File: src/rtl/byte_align_pkg.sv
`default_nettype none
// ============================================================================
// Module      : byte_align_pkg
// Description : Shared definitions for the byte-lane align controller:
//               FSM state encodings, maximum delay select and the default
//               training/sync word.
// Revision    : 1.0 - initial release
// ============================================================================
package byte_align_pkg;

    typedef logic [2:0] state_t;

    localparam state_t ST_IDLE   = 3'd0;
    localparam state_t ST_SET    = 3'd1;
    localparam state_t ST_SETTLE = 3'd2;
    localparam state_t ST_CHECK  = 3'd3;
    localparam state_t ST_LOCKED = 3'd4;

    // Largest legal byte-shift select; the sweep wraps from here back to 0.
    localparam logic [2:0]  DLY_MAX       = 3'd4;
    localparam logic [31:0] SYNC_WORD_DEF = 32'hBC50_BC50;

endpackage
`default_nettype wire

File: src/rtl/align_win_cnt.sv
`default_nettype none
// ============================================================================
// Module      : align_win_cnt
// Description : Observation-window timer plus saturating hit counter.
//               While run is high it counts WIN_LEN-cycle windows; win_end
//               flags the last cycle of each window. hits_ok / zero_hits
//               include the hit presented on the current cycle, so a hit on
//               the final window cycle still counts. Both counters restart
//               after every window end and whenever run is low.
// Ports       : clk, rst_n (async, active low), run, hit
//               -> win_end, hits_ok, zero_hits
// Revision    : 1.0 - initial release
// ============================================================================
module align_win_cnt #(
    parameter int WIN_LEN  = 64,
    parameter int LOCK_THR = 4
) (
    input  logic clk,
    input  logic rst_n,
    input  logic run,
    input  logic hit,
    output logic win_end,
    output logic hits_ok,
    output logic zero_hits
);

    localparam int              c_ww       = $clog2(WIN_LEN + 1);
    localparam int              c_hw       = $clog2(LOCK_THR + 1);
    localparam logic [c_ww-1:0] c_win_last = c_ww'(WIN_LEN - 1);
    localparam logic [c_hw-1:0] c_hit_max  = c_hw'(LOCK_THR);

    logic [c_ww-1:0] r_win_cnt;
    logic [c_hw-1:0] r_hit_cnt;
    logic [c_hw:0]   w_hit_sum;

    // One extra bit so the saturated count plus a fresh hit cannot wrap.
    assign w_hit_sum = (c_hw + 1)'(r_hit_cnt) + (c_hw + 1)'(hit);
    assign win_end   = run && (r_win_cnt == c_win_last);
    assign hits_ok   = (w_hit_sum >= (c_hw + 1)'(c_hit_max));
    assign zero_hits = (w_hit_sum == '0);

    always_ff @(posedge clk or negedge rst_n) begin
        if (!rst_n) begin
            r_win_cnt <= '0;
            r_hit_cnt <= '0;
        end else if (!run || win_end) begin
            r_win_cnt <= '0;
            r_hit_cnt <= '0;
        end else begin
            r_win_cnt <= r_win_cnt + c_ww'(1);
            if (r_hit_cnt != c_hit_max) begin
                r_hit_cnt <= r_hit_cnt + c_hw'(hit);
            end
        end
    end

endmodule
`default_nettype wire

File: src/rtl/byte_align_ctrl.sv
`default_nettype none
// ============================================================================
// Module      : byte_align_ctrl
// Description : Search/lock controller for the 32-bit byte-lane aligner.
//               Sweeps delay_time 0..4, letting the aligner settle after
//               each change, and locks on the first delay whose observation
//               window sees enough SYNC_WORD hits. While locked it watches
//               for consecutive empty windows and falls back to CHECK at the
//               same delay when lock is lost.
// Ports       : clk, rst_n (async, active low), en, realign, aligned_data[31:0]
//               -> delay_time[2:0], locked, search_fail, state_dbg[2:0]
//               [err_cnt[15:0] when ALIGN_ERR_CNT_EN is defined]
// Options     : ALIGN_ERR_CNT_EN - adds a saturating error counter that
//               counts lock losses and failed sweeps; cleared by realign.
// Revision    : 1.0 - initial release
// ============================================================================
module byte_align_ctrl
    import byte_align_pkg::*;
#(
    parameter logic [31:0] SYNC_WORD  = SYNC_WORD_DEF,
    parameter int          SETTLE_CYC = 3,
    parameter int          WIN_LEN    = 64,
    parameter int          LOCK_THR   = 4,
    parameter int          UNLOCK_THR = 3
) (
    input  logic        clk,
    input  logic        rst_n,
    input  logic        en,
    input  logic        realign,
    input  logic [31:0] aligned_data,
    output logic [2:0]  delay_time,
    output logic        locked,
    output logic        search_fail,
`ifdef ALIGN_ERR_CNT_EN
    output logic [15:0] err_cnt,
`endif
    output logic [2:0]  state_dbg
);

    localparam int              c_sw          = $clog2(SETTLE_CYC + 1);
    localparam logic [c_sw-1:0] c_settle_last = c_sw'(SETTLE_CYC - 1);
    localparam int              c_mw          = $clog2(UNLOCK_THR + 1);
    localparam logic [c_mw-1:0] c_miss_last   = c_mw'(UNLOCK_THR - 1);

    state_t          r_state;
    logic [2:0]      r_dly;
    logic            r_locked;
    logic            r_fail;
    logic [c_sw-1:0] r_settle_cnt;
    logic [c_mw-1:0] r_miss_cnt;

    logic w_hit;
    logic w_run;
    logic w_win_end;
    logic w_hits_ok;
    logic w_zero_hits;

    assign w_hit = (aligned_data == SYNC_WORD);
    // Window counters only run while the aligned word is being judged;
    // every other state holds them cleared so CHECK starts from zero.
    assign w_run = (r_state == ST_CHECK) || (r_state == ST_LOCKED);

    align_win_cnt #(
        .WIN_LEN  (WIN_LEN),
        .LOCK_THR (LOCK_THR)
    ) u_win_cnt (
        .clk       (clk),
        .rst_n     (rst_n),
        .run       (w_run),
        .hit       (w_hit),
        .win_end   (w_win_end),
        .hits_ok   (w_hits_ok),
        .zero_hits (w_zero_hits)
    );

`ifdef ALIGN_ERR_CNT_EN
    logic [15:0] r_err_cnt;
    assign err_cnt = r_err_cnt;
`endif

    always_ff @(posedge clk or negedge rst_n) begin
        if (!rst_n) begin
            r_state      <= ST_IDLE;
            r_dly        <= '0;
            r_locked     <= 1'b0;
            r_fail       <= 1'b0;
            r_settle_cnt <= '0;
            r_miss_cnt   <= '0;
`ifdef ALIGN_ERR_CNT_EN
            r_err_cnt    <= '0;
`endif
        end else begin
            r_fail <= 1'b0;
            if (!en) begin
                // Disable parks the FSM but keeps the last delay applied.
                r_state  <= ST_IDLE;
                r_locked <= 1'b0;
            end else if (realign) begin
                r_state    <= ST_SET;
                r_dly      <= '0;
                r_locked   <= 1'b0;
                r_miss_cnt <= '0;
`ifdef ALIGN_ERR_CNT_EN
                r_err_cnt  <= '0;
`endif
            end else begin
                case (r_state)
                    ST_IDLE: begin
                        r_state <= ST_SET;
                        r_dly   <= '0;
                    end
                    ST_SET: begin
                        r_state      <= ST_SETTLE;
                        r_settle_cnt <= '0;
                    end
                    ST_SETTLE: begin
                        if (r_settle_cnt == c_settle_last) begin
                            r_state <= ST_CHECK;
                        end else begin
                            r_settle_cnt <= r_settle_cnt + c_sw'(1);
                        end
                    end
                    ST_CHECK: begin
                        if (w_win_end) begin
                            if (w_hits_ok) begin
                                r_state    <= ST_LOCKED;
                                r_locked   <= 1'b1;
                                r_miss_cnt <= '0;
                            end else begin
                                r_state <= ST_SET;
                                if (r_dly == DLY_MAX) begin
                                    r_dly  <= '0;
                                    r_fail <= 1'b1;
`ifdef ALIGN_ERR_CNT_EN
                                    if (r_err_cnt != 16'hFFFF) begin
                                        r_err_cnt <= r_err_cnt + 16'd1;
                                    end
`endif
                                end else begin
                                    r_dly <= r_dly + 3'd1;
                                end
                            end
                        end
                    end
                    ST_LOCKED: begin
                        if (w_win_end) begin
                            if (w_zero_hits) begin
                                if (r_miss_cnt == c_miss_last) begin
                                    r_state    <= ST_CHECK;
                                    r_locked   <= 1'b0;
                                    r_miss_cnt <= '0;
`ifdef ALIGN_ERR_CNT_EN
                                    if (r_err_cnt != 16'hFFFF) begin
                                        r_err_cnt <= r_err_cnt + 16'd1;
                                    end
`endif
                                end else begin
                                    r_miss_cnt <= r_miss_cnt + c_mw'(1);
                                end
                            end else begin
                                r_miss_cnt <= '0;
                            end
                        end
                    end
                    default: begin
                        r_state  <= ST_IDLE;
                        r_locked <= 1'b0;
                    end
                endcase
            end
        end
    end

    assign delay_time  = r_dly;
    assign locked      = r_locked;
    assign search_fail = r_fail;
    assign state_dbg   = r_state;

endmodule
`default_nettype wire
File: config.mk
export PLATFORM = sky130hd
export DESIGN_NAME = byte_align_ctrl
export DESIGN_NICKNAME = d
export VERILOG_FILES = /design/src/rtl/byte_align_pkg.sv /design/src/rtl/align_win_cnt.sv /design/src/rtl/byte_align_ctrl.sv
export SDC_FILE = /design/constraint.sdc
export NUM_CORES = 1
export LEC_CHECK = 0
export ABC_CLOCK_PERIOD_IN_PS = 3000
export CAP_MARGIN = 15
export CORE_MARGIN = 2
export CORE_UTILIZATION = 45
export DETAILED_ROUTE_END_ITERATION = 8
export PLACE_DENSITY = 0.79
export REMOVE_ABC_BUFFERS = 1
export SLEW_MARGIN = 0
export SYNTH_ARGS = -nofsm -noshare
export SYNTH_HDL_FRONTEND = slang
export SYNTH_SLANG_ARGS = --single-unit
File: constraint.sdc
create_clock -name clk -period 3 [get_ports clk]
set_input_delay 0.6 -clock clk [delete_from_list [all_inputs] [get_ports clk]]
set_output_delay 0.6 -clock clk [all_outputs]
set_load 0.05 [all_outputs]
* Word-level counts from Yosys, hierarchy flattened
Index checks and enable logic that the tools add are counted.
** Word-level totals
- Flip-flop bits (word level) :: 22
- Latch bits :: 0
- Memory bits (writable) :: 0
- Memory bits (read-only) :: 0
- Input port bits :: 36
- Output and inout bits :: 8
- Word-level logic and storage cells :: 94
- Memories kept :: 0
** Cells by class
- Add/subtract/negate cells :: 6
- $mul :: 0
- Divide/modulo/power cells :: 0
- Magnitude comparators :: 1
- Equal/unequal tests :: 22
- Shift-type cells :: 0
- Muxes and demuxes :: 40
- Bitwise logic cells :: 1
- Reduce and logical (&&, ||, !) cells :: 16
** Operator list (number)
- 3-bit two-way mux :: 14
- 32-bit == test, second input constant :: 1
- 4-bit by 3-bit inequality test with 1-bit output, second input constant :: 5
- 3-bit case mux with 5 select lines :: 1
- 2-bit two-way mux :: 7
- 1-bit two-way mux :: 13
- 3-bit by 2-bit inequality test with 1-bit output, second input constant :: 4
- 5-bit AND reduction :: 2
- 2-bit case mux with 2 select lines :: 2
- 4-bit AND reduction :: 2
- 7-bit by 1-bit adder with 7-bit output, second input constant :: 1
- 7-bit by 6-bit == test with 1-bit output, second input constant :: 1
- 7-bit two-way mux :: 1
- 3-bit by 2-bit == test with 1-bit output, second input constant :: 2
- 3-bit == test, second input constant :: 2
- 3-bit inequality test, second input constant :: 2
- 3-bit case mux with 2 select lines :: 1
- 6-bit AND reduction :: 1
- 3-bit nonzero test :: 2
- 2-bit by 1-bit adder with 2-bit output, second input constant :: 2
- 3-bit by 1-bit adder with 4-bit output :: 1
- 2-bit == test, second input constant :: 2
- 4-bit by 3-bit greater-or-equal comparator with 1-bit output, second input constant :: 1
- 4-bit logical NOT :: 1
- 13 further kinds :: 15

* Depth between registers and ports, before layout
Gate-level depths: netlist of run 1.
- Depth after elaboration :: 8
- Mapped depth :: 10
- Gate-level depth less buffers :: 10

* Modules after synthesis
Synthesis of run 1 repeated with hierarchy kept, for this count alone.
** Unflattened totals
- Cells, all modules :: 140
- Area total of the unflattened synthesis :: 1376.3 um^2
** Modules (own cells, without submodules)
- byte_align_ctrl :: instances 1, cells each 95, area an instance 890.9 um^2, sequential area each 300.3 um^2
- align_win_cnt :: instances 1, cells each 45, area an instance 485.5 um^2, sequential area each 250.2 um^2

* Least setup slack after synthesis of run 1
OpenSTA, ideal clock, no wires.
- Path kind :: input-to-reg
- Start point :: input aligned_data[16]
- End point :: register r_locked, in the netlist locked
- Arrival :: 2527 ps
- Required time :: 2843 ps
- Setup slack :: 316 ps
- Stages :: 10
- Buffers on the path :: 0
- Cells stage by stage :: nor4_1 nand4_1 nor4_1 ha_1 ha_1 and2_1 a21oi_1 nor4_1 a31o_1 a211oi_1
** On the way
- Word-level cells in the longest chain between the ends :: 5
- Elaborated cells between the ends (all ways) :: 7
** RTL lines
- start: declaration :: RTL line byte_align_ctrl.sv:30 : input logic [31:0] aligned_data,
- 32-bit == test * :: RTL line byte_align_ctrl.sv:58 : assign w_hit = (aligned_data == SYNC_WORD);
- 3-bit by 1-bit adder with 4-bit output * :: RTL line align_win_cnt.sv:37 : assign w_hit_sum = (c_hw + 1)'(r_hit_cnt) + (c_hw + 1)'(hit);
- 4-bit by 3-bit greater-or-equal comparator with 1-bit output / 4-bit logical NOT (equally long branches) :: RTL line align_win_cnt.sv:39, align_win_cnt.sv:40
- 4-bit by 3-bit inequality test with 1-bit output (no source line)
- 6-bit AND reduction (no source line) *
- end signal: assignment :: RTL line byte_align_ctrl.sv:85 : r_locked <= 1'b0;
- end signal: assignment :: RTL line byte_align_ctrl.sv:97 : r_locked <= 1'b0;
- end signal: assignment :: RTL line byte_align_ctrl.sv:101 : r_locked <= 1'b0;
- end: declaration :: RTL line byte_align_ctrl.sv:47 : logic r_locked;
Mark *: on every way between the ends. The rest lies on a longest branch, timed or not.
A chain may end at the register's enable or synchronous reset.

* Final worst setup path of run 1
- Start point :: input aligned_data[15]
- End point :: register r_locked, in the netlist locked
The elaborated chain is that of the path after synthesis.

==> out/qor.csv, run 1 <==
metric;value;unit
dieArea;3305;sq um
grt_overflow;0;
worstSetupStartpointType;input port;
layout-drive-gt1-share;0.1244;
syn-cell-area;1287;sq um
pwr-share-comb;0.178;
drt_pass1_iterations;4;
htree_levels;1;
cts.clk_slew.worst_paths;0.13;ns
syn_area_per_cell;9.131;sq um
seq_power_share;0.474;
path_max_fanout;4;
numCtsBuffers;3;
setup_viol;0;
nets;236;
synth_seq_cells;22;
grt_pass1_vias;1329;
antenna_found_initial;0;
drt_iter0_drc;35;
cp.arrival;3.07;ns
setup_tns;0;ns
route.layer.met1.wl;1516;microns
wl_per_cell;16.02;microns
clockRootBuffer;clkbuf_4;
power.switching;0.1613;mW
hold_slack;0.5174;ns
final_max_slew_viol_count;0;
switching_share;0.2404;
start_util;0.4709;
fin_util;0.7007;
period_minus_slack;2.856;ns
io_buffers;43;
synthDominantCellAreaShare;0.4276;
row_count;19;
top_layer;met4;
post_cts.repair.setup_buffers;0;
ir_drop;0.0003294;V
p_leak;0.7935;nW
critPathKind;in -> reg;
synthArstFlopShare;1.000;
drc_errors;0;
place_ws;-0.3417;ns
insertion_delay;0.33;ns
n_fill_cell;201;
finalHoldViolCount;0;
dp_hpwl;2707;microns
num_io_pins;44;
hp-start;u_win_cnt.r_win_cnt[0];
hold_path_class;reg -> reg;
worst_pin_slew;0.9620;ns
syn_to_final_growth;48.79;%
yosysUniqueCellTypes;42;
detail-route-antenna-nets;0;
die_y;57.49;microns
syn_inst;141;
n_antenna_cell;0;
yosysSeqAreaShare;0.4276;
p_int;0.5097;mW
globalRouteTotalUtil;0.2323;
finalWorstSetupSlack;0.1439;ns
synthFlopType;dfrtp_1;
wl_met3;153;microns
slew_headroom;0.3566;
clk_path_buf_depth;2;
die_x;57.49;microns
cts.sinks;22;
rsz0062_at_grt;no;
power.density;350.3;nW/um^2
critPathRequiredTime;3.22;ns
hold_buffers;0;
synthTopCellsByArea;dfrtp_1, ha_1, nor2_1;
dr_total_vias;1287;
fmax;350.1;MHz
grt_start_max_net_pins;23;
status;finished clean;
ys_warn_count;0;
routed_wl;3588;microns
power;0.6709;mW
clock_skew;0.009192;ns
r2r_start;u_win_cnt.r_hit_cnt[0];
cts_tree;built;
core-area;2734;sq um
synth_edf_count;0;
multiInputGateArea;772.0;sq um
viasPerCell;5.746;
pwr-share-clk;0.349;
grt_pass1_wl;5961;microns
crit_path_start;aligned_data[15];
gp_congestion;0.7972;
netlist.top_cell.by_area;dfrtp_1;
regArea;550.5;sq um
crit_path_end_kind;flop;
fin_crit_sh;0.9520;
drv_cap;0;
wl_met2;1805;microns
==> cells in the final DEF (no fill, tap or decap), types with 3 or more instances in the layout <==
master           synthesis  final
dfrtp_1                 22     22
buf_4                    0      7
xor2_1                   3      3
inv_1                    5      5
nand3_1                  6      6
nor2_1                  15     15
nor4_1                   5      3
a22o_1                   4      4
and3_1                   4      4
o21ai_1                  8      8
nor3_1                   3      3
clkbuf_4                 0      3
ha_1                     6      4
clkdlybuf4s50_1          0     43
nand2_1                 13     13
a21oi_1                  7      6
==> worst max-delay path, cell delays in order <==
cell	delay, ns
clkdlybuf4s50_1	0.45
nor4bb_1	0.28
nand2_1	0.10
nor4_2	0.26
ha_2	0.26
ha_4	0.14
and2_4	0.16
a21oi_2	0.06
nor4_1	0.31
buf_4	0.20
a31o_1	0.16
a211oi_1	0.08
==> worst paths after layout <==
check	slack [ns]	depth (start not counted)	endpoint
setup / recovery	0.14	12	locked
hold / removal	0.52	1	u_win_cnt.r_win_cnt[0]
setup reg to reg	0.92	8	r_miss_cnt[1]
hold reg to reg	0.52	1	u_win_cnt.r_win_cnt[0]
max in group asynchronous	1.62	1	u_win_cnt.r_hit_cnt[1]
min in group asynchronous	0.78	1	u_win_cnt.r_win_cnt[4]
==> registers in the layout, indices dropped and copies added (netlist names) <==
register,cells
locked,1
u_win_cnt.r_hit_cnt,3
search_fail,1
r_settle_cnt,2
u_win_cnt.r_win_cnt,7
delay_time,3
r_miss_cnt,2
state_dbg,3
==> power groups by stage <==
| stage | logic, mW | registers [mW] | clock network (mW) |
|---|---|---|---|
| 6_report | 0.119 | 0.318 | 0.234 |
| 5_1_grt | 0.129 | 0.320 | 0.244 |
| 4_1_cts | 0.115 | 0.317 | 0.232 |
| 3_5_place_dp | 0.113 | 0.323 | 0 |
| 3_3_place_gp | 0.108 | 0.321 | 0 |
| 2_1_floorplan | 0.0371 | 0.329 | 0 |
==> repair_timing <==
action / CTS / global route
endpoints found under the setup margin: 4 / 10
pin swaps: 0 / 6
gates cloned: 0 / 0
gates resized for setup: 1 / 10
==> through the flow <==
| step | area (sq um) | std cells |
|---|---|---|
| 3_5_place_dp | 1799 | 220 |
| 4_1_cts | 1858 | 224 |
| 2_1_floorplan | 1277 | 139 |
| 5_1_grt | 1916 | 224 |
| 3_3_place_gp | 1799 | 220 |
| 6_report | 1916 | 224 |
==> cell families (layout without fill, tap and decap cells) <==
group	after synthesis	count (layout)	synth area share
AO/OA/AOI/OAI	33	33	0.1710
XOR/XNOR	4	4	0.02722
adder cells (fa/ha/maj)	6	6	0.05831
buffers and inverters	7	59	0.02235
flip-flops	22	22	0.4276
AND/OR/NAND/NOR	69	69	0.2935
==> synth_stat cells, types with 3 or more instances <==
master / n
nor2_1: 15
a22o_1: 4
a21oi_1: 7
ha_1: 6
xor2_1: 3
nor4_1: 5
and3_1: 4
nand2_1: 13
inv_1: 5
dfrtp_1: 22
nor3_1: 3
o21ai_1: 8
nand3_1: 6
nor4bb_1: 3
==> layer usage <==
layer / vias to the layer above / global-route usage
li1: 617 / -
met2: 36 / 0.4188
met3: 11 / 0.03855
met1: 623 / 0.2684
met5: - / 0
met4: 0 / 0.09967
==> area by class of cell <==
| cell class | count | area share |
|---|---|---|
| clock buffers | 3 | 0.01176 |
| well taps | 31 | 0.02025 |
| flip-flops and latches | 22 | 0.2874 |
| clock inverters | 1 | 0.01568 |
| inverters | 5 | 0.009798 |
| multi-input cells | 112 | 0.4030 |
| repair buffers | 50 | 0.2521 |
Power figures use the tool's default switching activity.
==> inputs of run 2 (changes only) <==
--- a/config.mk
+++ b/config.mk
@@ -5,8 +5,7 @@
 export SDC_FILE = /design/constraint.sdc
 export NUM_CORES = 1
 export LEC_CHECK = 0
-export ABC_CLOCK_PERIOD_IN_PS = 3000
-export CAP_MARGIN = 15
+export CAP_MARGIN = 20
 export CORE_MARGIN = 2
 export CORE_UTILIZATION = 45
 export DETAILED_ROUTE_END_ITERATION = 8
==> results of run 2 <==
Same layout as run 1: the final DEF is identical, and so are final timing and power.
